$ cat config.mk
export PLATFORM = sky130hd
export DESIGN_NAME = mem_arbiter
export DESIGN_NICKNAME = d
export VERILOG_FILES = /design/src/rtl/mem_arbiter.sv
export SDC_FILE = /design/constraint.sdc
export NUM_CORES = 1
export LEC_CHECK = 0
export ABC_CLOCK_PERIOD_IN_PS = 1800
export BUFFER_PORTS_ARGS = -buffer_cell sky130_fd_sc_hd__buf_2
export CORE_MARGIN = 2
export CORE_UTILIZATION = 44
export DETAILED_ROUTE_END_ITERATION = 7
export PLACE_DENSITY = 0.77
export SYNTH_ARGS = -nofsm -noshare
export SYNTH_HDL_FRONTEND = slang
export SYNTH_SLANG_ARGS = --single-unit
$ cat constraint.sdc
create_clock -name clk -period 1.8 [get_ports clk]
set_input_delay 0.18 -clock clk [delete_from_list [all_inputs] [get_ports clk]]
set_output_delay 0.18 -clock clk [all_outputs]
set_load 0.02 [all_outputs]
$ cat src/rtl/mem_arbiter.sv
// Arbiter that shares one byte-serial memory controller between ICache fetches
// and load/store unit accesses, with starvation protection and flush handling.
module mem_arbiter #(
  parameter int STARVE_LIMIT = 4
) (
  input  logic        clk,
  input  logic        rst,
  input  logic        rdy,
  input  logic        clear,

  input  logic        ic_req,
  input  logic [31:0] ic_addr,
  output logic        ic_done,
  output logic [31:0] ic_data,

  input  logic        lsb_req,
  input  logic [31:0] lsb_addr,
  input  logic        lsb_write,
  input  logic [1:0]  lsb_size,
  input  logic        lsb_signed,
  input  logic [31:0] lsb_wdata,
  output logic        lsb_done,
  output logic [31:0] lsb_rdata,

  output logic        m_valid,
  output logic [31:0] m_addr,
  output logic        m_write,
  output logic [1:0]  m_size,
  output logic [31:0] m_wdata,
  input  logic        m_done,
  input  logic [31:0] m_rdata
);

  localparam int               CNT_W   = $clog2(STARVE_LIMIT + 2);
  localparam logic [CNT_W-1:0] CNT_MAX = CNT_W'(STARVE_LIMIT);
  localparam logic [CNT_W-1:0] CNT_ONE = CNT_W'(1);

  typedef enum logic [2:0] {
    IDLE,
    BUSY_IC,
    BUSY_LSB,
    DRAIN,
    RESP
  } state_t;

  state_t           state;
  logic [CNT_W-1:0] starve_cnt;
  logic             owner_lsb;
  logic             ld_signed;
  logic [31:0]      result;

  logic             forced;
  logic             grant_lsb;
  logic             grant_ic;
  logic [31:0]      wdata_masked;
  logic [31:0]      load_ext;

  // The LSB wins by default; a waiting fetch takes the bus once the LSB has
  // been granted STARVE_LIMIT times in a row while it was pending.
  always_comb begin
    forced    = ic_req && (starve_cnt == CNT_MAX);
    grant_lsb = lsb_req && !forced;
    grant_ic  = ic_req && !grant_lsb;
  end

  always_comb begin
    case (lsb_size)
      2'd0:    wdata_masked = {24'd0, lsb_wdata[7:0]};
      2'd1:    wdata_masked = {16'd0, lsb_wdata[15:0]};
      default: wdata_masked = lsb_wdata;
    endcase
  end

  always_comb begin
    case (m_size)
      2'd0:    load_ext = {{24{ld_signed & m_rdata[7]}}, m_rdata[7:0]};
      2'd1:    load_ext = {{16{ld_signed & m_rdata[15]}}, m_rdata[15:0]};
      default: load_ext = m_rdata;
    endcase
  end

  // NOTE: every register here updates with <= so all branches see the
  // pre-edge values; mixing in = would make the result order-dependent.
  always_ff @(posedge clk) begin
    if (rst) begin
      state      <= IDLE;
      starve_cnt <= '0;
      owner_lsb  <= 1'b0;
      ld_signed  <= 1'b0;
      result     <= '0;
      m_valid    <= 1'b0;
      m_addr     <= '0;
      m_write    <= 1'b0;
      m_size     <= '0;
      m_wdata    <= '0;
      ic_done    <= 1'b0;
      lsb_done   <= 1'b0;
      ic_data    <= '0;
      lsb_rdata  <= '0;
    end else if (rdy) begin
      ic_done  <= 1'b0;
      lsb_done <= 1'b0;

      case (state)
        IDLE: begin
          if (!clear) begin
            if (grant_lsb) begin
              m_valid   <= 1'b1;
              m_addr    <= lsb_addr;
              m_write   <= lsb_write;
              m_size    <= lsb_size;
              m_wdata   <= wdata_masked;
              ld_signed <= lsb_signed;
              owner_lsb <= 1'b1;
              state     <= BUSY_LSB;
              if (ic_req && (starve_cnt != CNT_MAX)) begin
                starve_cnt <= starve_cnt + CNT_ONE;
              end
            end else if (grant_ic) begin
              m_valid    <= 1'b1;
              m_addr     <= ic_addr;
              m_write    <= 1'b0;
              m_size     <= 2'd2;
              m_wdata    <= '0;
              owner_lsb  <= 1'b0;
              starve_cnt <= '0;
              state      <= BUSY_IC;
            end
          end
        end

        BUSY_IC: begin
          if (m_done) begin
            m_valid <= 1'b0;
            result  <= m_rdata;
            state   <= clear ? IDLE : RESP;
          end else if (clear) begin
            state <= DRAIN;
          end
        end

        // Stores already committed by the core are never abandoned by a flush.
        BUSY_LSB: begin
          if (m_done) begin
            m_valid <= 1'b0;
            result  <= load_ext;
            state   <= (clear && !m_write) ? IDLE : RESP;
          end else if (clear && !m_write) begin
            state <= DRAIN;
          end
        end

        // The controller cannot be cancelled, so wait out the flushed access.
        DRAIN: begin
          if (m_done) begin
            m_valid <= 1'b0;
            state   <= IDLE;
          end
        end

        RESP: begin
          state <= IDLE;
          if (owner_lsb) begin
            if (m_write) begin
              lsb_done <= 1'b1;
            end else if (!clear) begin
              lsb_done  <= 1'b1;
              lsb_rdata <= result;
            end
          end else if (!clear) begin
            ic_done <= 1'b1;
            ic_data <= result;
          end
        end

        default: state <= IDLE;
      endcase
    end
  end

endmodule

==> flow_summary.ini, run 1 <==
[timing]
hold_viol_final = 0
max_freq_ghz = 0.583
finalCritPeriodShare_pct = 95.3
fin_skew_ns = 0.00973
maxSlewHeadroom_pct = 62.4
final.min_clock_period_ns = 1.71
rsz0062_at_grt = yes
tightestPinTransition_ns = 0.562
slew_viol_final = 0
finalSetupViolCount = 0

[cells_and_area]
drive_gt1_share_pct = 33.1
design_area_um2 = 9440
area_delta_synth_final_pct = 39.8
fin_nets = 1234
utilization_pct = 62.6

[yosys]
async_flop_share_pct = 0
yosys_register_bits = 174
syn_area_per_cell_um2 = 8.54
synth_ff_type = dfxtp_1
synth_edf_count = 0
ys_warn_count = 0
synthCells = 791
syn-cell-area_um2 = 6760
syn_nets = 932
ys_types = 44
seq_area_frac_synth_pct = 51.6

[floorplan]
dieArea_um2 = 16400
chipWidth_um = 128
core-area_um2 = 15100
rows = 45
initial_core_util_pct = 44.8
ios = 273
die_h_um = 128

[cts]
cts.sinks = 174
cts_buffer_depth = 2
clock-root-buffer = clkbuf_16
cts_tree = built
clk_pin_slew_ns = 0.06
cts_buffers = 17
clk_latency_ns = 0.42
cts_max_level = 4

[place]
portBuffers = 272
dpl.hpwl_um = 13100
gp_congestion = 0.865
placed_cell_area_um2 = 8410

[power]
p_seq_share_pct = 46.7
combPwrFrac_pct = 13.4
switching_share_pct = 24.9
p_clk_share_pct = 39.9
switching_power_w = 0.00219
irDropWorstVdd_mv = 0.645
internal_power_w = 0.00658
powerDensity_nw_per_um2 = 929
power.leakage_nw = 4.13

[routing]
drtIter0Drc = 403
drc = 0
finalWirelength_um = 19700
vias = 6727
antenna_left = 0
wl_per_cell_um = 15.3
drt_first_pass_iters = 5
routed_via_density = 5.21

[worst_setup_path]
crit_type = flop to flop
cp.required_ns = 2.08
startpoint = state[1]
cp.arrival_ns = 2.00
cp-end-kind = flop
rr_startpoint = state[1]
cp-start-kind = flop
crit_fanout = 33

[job]
cap_violations = 0

[grt]
grt_overflow_total = 0
grt.total_usage_pct = 24.0
grt_pass1_vias = 6333
grt_pass1_wl_um = 31100
antenna_found_initial = 3
grt_max_degree = 111

[hold_path]
hp-class = primary input to flop
hp-start = ic_addr[29]

[outcome]
outcome = complete, no violations
## cells in the final DEF, fill, tap and decap left out, drive strengths merged, types with 2 or more instances in the layout
cell type | Yosys | routed
buf | 31 | 303
or2 | 2 | 2
a211oi | 24 | 24
nand4b | 3 | 3
nor2b | 2 | 2
a22oi | 10 | 10
a311oi | 32 | 32
ha | 2 | 2
a2bb2oi | 2 | 2
and3 | 4 | 4
a22o | 25 | 25
o22ai | 2 | 2
a31oi | 2 | 2
nor3b | 2 | 2
clkbuf | 33 | 24
nand2b | 2 | 2
nor3 | 6 | 6
dfxtp | 174 | 174
or3 | 4 | 4
dlygate4sd3 | 0 | 44
nand4 | 2 | 2
nor2 | 80 | 80
a21oi | 79 | 79
diode | 0 | 2
nand3 | 36 | 36
o21ai | 4 | 4
inv | 6 | 8
nand2 | 212 | 212
nand3b | 3 | 3
## critical path, stage by stage (launching register included)
cell and delay (ns):
dfxtp_1 0.38, or3_4 0.43, or3_1 0.41, buf_12 0.20, nand2_1 0.09, a21oi_1 0.06
## metrics by stage
stage | hold slack [ns] | total power, W | cells | setup slack (ns) | TNS, ns
2_1_floorplan | 0.306 | 0.00482 | 791 | 0.100 | 0
3_3_place_gp | 0.389 | 0.00525 | 1217 | -0.0347 | -0.772
3_5_place_dp | 0.398 | 0.00526 | 1217 | -0.0862 | -1.59
4_1_cts | 0.000976 | 0.00882 | 1289 | 0.0119 | 0
5_1_grt | 0.00908 | 0.00912 | 1291 | -0.0185 | -0.136
6_report | 0.0173 | 0.00877 | 1292 | 0.0854 | 0
## power by group through the flow
stage,combinational [W],sequential (W),clock (W)
finish,0.00118,0.00410,0.00350
global route,0.00129,0.00411,0.00372
CTS,0.00117,0.00409,0.00356
detailed placement,0.00109,0.00418,0
global placement,0.00107,0.00418,0
floorplan,0.000552,0.00427,0
## worst paths after layout
path | to | cells past startpoint | slack, ns
min | m_addr[29] | 3 | 0.02
max reg2reg | ic_data[12] | 5 | 0.09
max | ic_data[12] | 5 | 0.09
min reg2reg | ic_data[25] | 2 | 0.45
## registers in the layout (all words and copies together), names as in the netlist
name / flops
ic_data: 32
ic_done: 1
ld_signed: 1
lsb_done: 1
lsb_rdata: 32
m_addr: 32
m_size: 2
m_valid: 1
m_wdata: 32
m_write: 1
owner_lsb: 1
result: 32
starve_cnt: 3
state: 3
## layer usage
layer | vias to the layer above | part of all wire, % | GRT usage (%)
met3 | 45 | 6.0 | 5.93
met5 | - | 0 | 0
met2 | 268 | 50 | 42.0
met4 | 0 | 2.7 | 9.44
met1 | 3089 | 41 | 28.4
li1 | 3325 | - | -
## timing repair
| item | CTS | global route |
|---|---|---|
| buffers inserted | 0 | 1 |
| setup endpoints to repair | 24 | 44 |
| resized for setup | 1 | 2 |
| endpoints found under the hold margin | 44 | 0 |
| pin swaps | 0 | 1 |
| hold buffers | 44 | 0 |
## synth_stat cells (2+ instances only)
library cell	instances	area share [%]
a211oi_1	6	0.67
a211oi_2	18	3.3
a21oi_1	79	5.9
a22o_1	25	3.2
a22oi_1	10	1.1
a2bb2oi_1	2	0.26
a311oi_1	32	4.1
a31oi_4	2	0.63
and3_1	4	0.37
buf_2	24	1.8
buf_4	6	0.67
clkbuf_1	33	1.8
dfxtp_1	174	52
ha_1	2	0.37
inv_1	5	0.28
nand2_1	212	12
nand2b_1	2	0.19
nand3_1	36	2.7
nand3b_1	2	0.22
nand4b_1	3	0.39
nor2_1	78	4.3
nor2_2	2	0.19
nor2b_1	2	0.19
nor3_1	2	0.15
nor3_2	4	0.59
nor3b_2	2	0.37
o21ai_0	3	0.22
o22ai_1	2	0.19
or2_1	2	0.19
or3_1	3	0.28
## layout make-up
| class | count | area [um^2] |
|---|---|---|
| clock buffers | 24 | 502 |
| inverters | 6 | 22.5 |
| diodes | 2 | 5.00 |
| multi-input cells | 547 | 2980 |
| fillers | 1315 | 5650 |
| repair buffers | 347 | 2160 |
| flip-flops and latches | 174 | 3480 |
| clock inverters | 4 | 52.6 |
| well taps | 188 | 235 |
## cells by family after synthesis
kind of cell | count (synthesis) | synth area share (%)
xor+xnor | 1 | 0.130
flops | 174 | 51.6
buf+inv | 70 | 4.78
fa+ha+maj | 2 | 0.370
compound gates | 184 | 20.2
simple gates | 360 | 23.0
No activity file was read; power rests on OpenSTA's default activity.
==> inputs of run 2 (changes only) <==
--- a/config.mk
+++ b/config.mk
@@ -7,10 +7,13 @@
 export LEC_CHECK = 0
 export ABC_CLOCK_PERIOD_IN_PS = 1800
 export BUFFER_PORTS_ARGS = -buffer_cell sky130_fd_sc_hd__buf_2
+export CELL_PAD_IN_SITES_DETAIL_PLACEMENT = 1
+export CELL_PAD_IN_SITES_GLOBAL_PLACEMENT = 1
 export CORE_MARGIN = 2
-export CORE_UTILIZATION = 44
+export CORE_UTILIZATION = 31
+export CTS_CLUSTER_SIZE = 30
 export DETAILED_ROUTE_END_ITERATION = 7
-export PLACE_DENSITY = 0.77
+export PLACE_DENSITY_LB_ADDON = 0.1
 export SYNTH_ARGS = -nofsm -noshare
 export SYNTH_HDL_FRONTEND = slang
 export SYNTH_SLANG_ARGS = --single-unit
==> run 2 against run 1 <==
Wire length grew 23%; clock skew increased by 0.0015 ns; hold slack got worse by 0.0013 ns; flip-flop and latch count did not move; register-to-register slack better by 0.03 ns; non-clock buffer count is 26 higher; sequential share of layout area is 1.9 points lower; fmax grew 1.5%; die area up 41%; count of clock-buffer cells in the layout shrank 4; final area is 5.4% higher; final cell count up 9.4%.
==> flow_summary.ini, run 2 (synthesis gave the netlist of run 1 again) <==
[grt]
antenna_found_initial = 3
grt_pass1_vias = 7110
grt_pass1_wl_um = 37400
grt.total_usage_pct = 20.8
grt_max_degree = 55
grt_overflow_total = 0

[power]
p_clk_share_pct = 42.3
internal_power_w = 0.00683
power.leakage_nw = 4.30
switching_power_w = 0.00247
combPwrFrac_pct = 13.7
powerDensity_nw_per_um2 = 934
p_seq_share_pct = 44.0
switching_share_pct = 26.6
irDropWorstVdd_mv = 0.504
power_w = 0.00930

[timing]
final.min_clock_period_ns = 1.69
tightestPinTransition_ns = 0.664
fin_skew_ns = 0.0113
maxSlewHeadroom_pct = 55.8
setup_ws_ns = 0.111
finalCritPeriodShare_pct = 93.8
finalSetupViolCount = 0
whs_ns = 0.0160
max_freq_ghz = 0.592
hold_viol_final = 0
rsz0062_at_grt = yes
slew_viol_final = 0

[outcome]
outcome = complete, no violations

[routing]
routed_via_density = 4.84
wl_per_cell_um = 17.1
drtIter0Drc = 210
finalWirelength_um = 24200
vias = 6832
drt_first_pass_iters = 4
drc = 0
antenna_left = 0

[worst_setup_path]
cp-start-kind = flop
timing.rr.end = result[20]
cp.arrival_ns = 2.02
rr_startpoint = state[1]
cp.required_ns = 2.13
cp-end-kind = flop
crit_type = flop to flop
worst_r2r_path_depth = 5
crit_fanout = 16
crit_end = result[20]
rrSetupSlack_ns = 0.11
startpoint = state[1]

[place]
pre_cts_ws_ns = -0.116
dpl.hpwl_um = 16100
gp_congestion = 0.767
portBuffers = 272

[floorplan]
initial_core_util_pct = 31.2
die_h_um = 152
core-area_um2 = 21600
dieArea_um2 = 23000
ios = 273
rows = 54
chipWidth_um = 152

[cells_and_area]
fin_nets = 1260
area_delta_synth_final_pct = 47.3
final_common_cell = buf_2
mostFrequentLayoutCells = buf_2, nand2_1, dfxtp_1
drive_gt1_share_pct = 33.7

[cts]
cts_tree = built
cts.sinks = 174
cts_buffers = 17
clk_pin_slew_ns = 0.07
cts_buffer_depth = 2
cts_max_level = 4
clock-root-buffer = clkbuf_16
clk_latency_ns = 0.43

[job]
cap_violations = 0

[hold_path]
hp-class = primary input to flop
## run 2: cell type report
cell class	instances	area, um^2
flip-flops and latches	174	3480
repair buffers	373	2470
diodes	1	2.50
multi-input cells	547	3000
clock inverters	12	175
clock buffers	20	447
well taps	280	350
fillers	2586	11700
inverters	6	22.5
## run 2: worst min-delay path by stage
stage / endpoint / slack, ns / start / cells past startpoint
finish: result[16] / 0.02 / m_rdata[16] / 3
global route: m_addr[19] / 0.01 / ic_addr[19] / 3
detailed placement: m_wdata[19] / 0.40 / lsb_wdata[19] / 2
CTS: m_addr[20] / 0.0006 / ic_addr[20] / 3
global placement: m_wdata[13] / 0.39 / lsb_wdata[13] / 2
floorplan: m_wdata[10] / 0.31 / lsb_wdata[10] / 1
## run 2: per-layer routing
metal | track usage (%) | wire length [um] | vias to the layer above
li1 | - | - | 3383
met1 | 24.8 | 10300 | 3239
met2 | 35.7 | 11900 | 180
met3 | 6.26 | 1540 | 26
met4 | 7.08 | 354 | 4
met5 | 0 | 30 | -
## run 2: worst max-delay path: stages (launching register included)
cell	delay, ns
dfxtp_1	0.41
or4b_1	0.57
inv_2	0.12
a31oi_4	0.10
buf_12	0.18
a211oi_1	0.21
## run 2: what timing repair did
action                                  4_1_cts  5_1_grt
pin swaps                                     0        1
cloned                                        0        2
endpoints found under the hold margin        59        0
buffers inserted                              0        1
resized for setup                             2        6
endpoints found under the setup margin       25       68
hold buffers                                 59        0
## run 2: stage by stage
| step | utilization (%) | setup TNS, ns | cells | instance area, um^2 |
|---|---|---|---|---|
| 6_report | 46.0 | 0 | 1413 | 9950 |
| 5_1_grt | 46.0 | -0.0261 | 1413 | 9950 |
| 4_1_cts | 45.6 | 0 | 1409 | 9850 |
| 3_5_place_dp | 39.9 | -2.47 | 1318 | 8630 |
| 3_3_place_gp | 39.9 | -2.62 | 1318 | 8630 |
| 2_1_floorplan | - | 0 | 791 | 6760 |
## run 2: power by group through the flow
stage	combinational [W]	clock, W	sequential [W]
3_3_place_gp	0.00116	0	0.00417
6_report	0.00127	0.00394	0.00409
2_1_floorplan	0.000552	0	0.00427
3_5_place_dp	0.00117	0	0.00418
5_1_grt	0.00140	0.00420	0.00411
4_1_cts	0.00127	0.00404	0.00409
==> inputs of run 3 (changes only) <==
--- a/config.mk
+++ b/config.mk
@@ -9,9 +9,8 @@
 export BUFFER_PORTS_ARGS = -buffer_cell sky130_fd_sc_hd__buf_2
 export CELL_PAD_IN_SITES_DETAIL_PLACEMENT = 1
 export CELL_PAD_IN_SITES_GLOBAL_PLACEMENT = 1
-export CORE_MARGIN = 2
 export CORE_UTILIZATION = 31
-export CTS_CLUSTER_SIZE = 30
+export CTS_CLUSTER_SIZE = 10
 export DETAILED_ROUTE_END_ITERATION = 7
 export PLACE_DENSITY_LB_ADDON = 0.1
 export SYNTH_ARGS = -nofsm -noshare
==> run 3 against run 2 <==
Flip-flop and latch count unchanged; combinational power is 3% lower; wire length shrank 4.1%; sequential power about the same; clock skew increased by 0.0040 ns; die area is 2.6% lower; sequential share of layout area is 0.56 points higher; final area fell by 1.6%; critical path depth did not move; critical endpoint is now ic_data[2]; largest cell class unchanged.
==> flow_summary.ini, run 3 (synthesis gave the netlist of run 1 again) <==
[power]
p_seq_share_pct = 45.6
combPwrFrac_pct = 13.7
powerDensity_nw_per_um2 = 916
power_w = 0.00897
p_clk_share_pct = 40.7
switching_share_pct = 28.4
switching_power_w = 0.00255
internal_power_w = 0.00642
power.leakage_nw = 4.23
irDropWorstVdd_mv = 0.548

[floorplan]
core-area_um2 = 21200
chipWidth_um = 150
rows = 53
die_h_um = 150
dieArea_um2 = 22400
ios = 273
initial_core_util_pct = 31.8

[timing]
fin_skew_ns = 0.0152
setup_ws_ns = 0.106
maxSlewHeadroom_pct = 60.4
rsz0062_at_grt = no
max_freq_ghz = 0.590
finalSetupViolCount = 0
final.min_clock_period_ns = 1.69
finalCritPeriodShare_pct = 94.1
hold_viol_final = 0
slew_viol_final = 0
tns_ns = 0
tightestPinTransition_ns = 0.593

[grt]
grt.total_usage_pct = 20.9
grt_overflow_total = 0
grt_pass1_vias = 6938
grt_max_degree = 110
antenna_found_initial = 3
grt_pass1_wl_um = 36300

[cells_and_area]
final_common_cell = buf_2
area_delta_synth_final_pct = 45.0
num-fill-cells = 2577
multi_input_area_um2 = 2980
fin_nets = 1258
mostFrequentLayoutCells = buf_2, nand2_1, dfxtp_1
drive_gt1_share_pct = 33.5
ff_latch_area_um2 = 3480
instances_no_fill = 1408

[worst_setup_path]
crit_type = flop to flop
cp-end-kind = flop
cp-start-kind = flop
crit_fanout = 17
cp.arrival_ns = 1.98
crit_chain = or3_4 > or3_1 > buf_4 > nand2_1 > a21oi_1
startpoint = state[1]
cp_slowest_cell = or3_4
cp.required_ns = 2.09
slowest_delay_ns = 0.44
rr_startpoint = state[1]

[hold_path]
hp-class = primary input to flop
hp-start = ic_addr[24]

[cts]
cts.sinks = 174
clock-root-buffer = clkbuf_16
cts_buffers = 17
cts_max_level = 4
cts_tree = built
cts_buffer_depth = 2
clk_pin_slew_ns = 0.07
clk_latency_ns = 0.43

[place]
portBuffers = 272
dpl.hpwl_um = 15600
gp_congestion = 0.756
dp.cells = 1311
pre_cts_ws_ns = -0.103

[routing]
m1WireLength_um = 10000
drtIter0Drc = 206
wl_met3_um = 1630
vias = 6780
maxUsedRoutingLayer = met4
antenna_left = 0
dr_wl_met2_um = 11200
wl_per_cell_um = 16.5
finalWirelength_um = 23200
routed_via_density = 4.82
drt_first_pass_iters = 4
drc = 0

[job]
cap_violations = 0

[outcome]
outcome = complete, no violations
run 3: stage by stage:
step / instance area (um^2) / hold WS, ns / utilization (%)
floorplan: 6760 / 0.306 / -
detailed placement: 8560 / 0.396 / 40.3
global route: 9790 / 0.00462 / 46.1
finish: 9800 / 0.0156 / 46.2
global placement: 8560 / 0.390 / 40.3
CTS: 9750 / 0.000273 / 46.0
run 3: worst max-delay path: cells and delay by family, from the launching register on:
kind	cells	cell delay, ns
buffers and inverters	1	0.22
DFF	1	0.35
AOI/OAI and AO/OA	1	0.07
and+or+nand+nor	3	0.92
run 3: power by group through the flow:
stage / combinational [W] / clock [W] / sequential (W)
floorplan: 0.000552 / 0 / 0.00427
global placement: 0.00111 / 0 / 0.00418
detailed placement: 0.00112 / 0 / 0.00418
CTS: 0.00122 / 0.00376 / 0.00409
global route: 0.00134 / 0.00392 / 0.00411
finish: 0.00123 / 0.00365 / 0.00409
run 3: worst paths after layout:
check | endpoint | slack (ns) | depth (start not counted)
max | ic_data[2] | 0.11 | 5
min | m_addr[24] | 0.02 | 3
max reg2reg | ic_data[2] | 0.11 | 5
min reg2reg | ic_data[13] | 0.45 | 2
run 3: repair_timing:
action,in CTS,in global routing
hold buffers,60,0
setup buffers,0,2
pin swaps,0,2
hold endpoints to repair,60,0
endpoints found under the setup margin,24,91
gates resized for setup,1,6
run 3: routing by layer:
layer / up-vias / GRT usage, %
li1: 3381 / -
met1: 3186 / 24.8
met2: 191 / 35.5
met3: 22 / 6.74
met4: 0 / 7.04
met5: - / 0
run 3: final cells by class:
class / instances / share of cell area [%]
Clock inverter: 14 / 1.48
Timing Repair Buffer: 371 / 24.2
Inverter: 6 / 0.230
Sequential cell: 174 / 35.6
Clock buffer: 18 / 4.48
Antenna cell: 3 / 0.0766
Tap cell: 275 / 3.51
Multi-Input combinational cell: 547 / 30.4
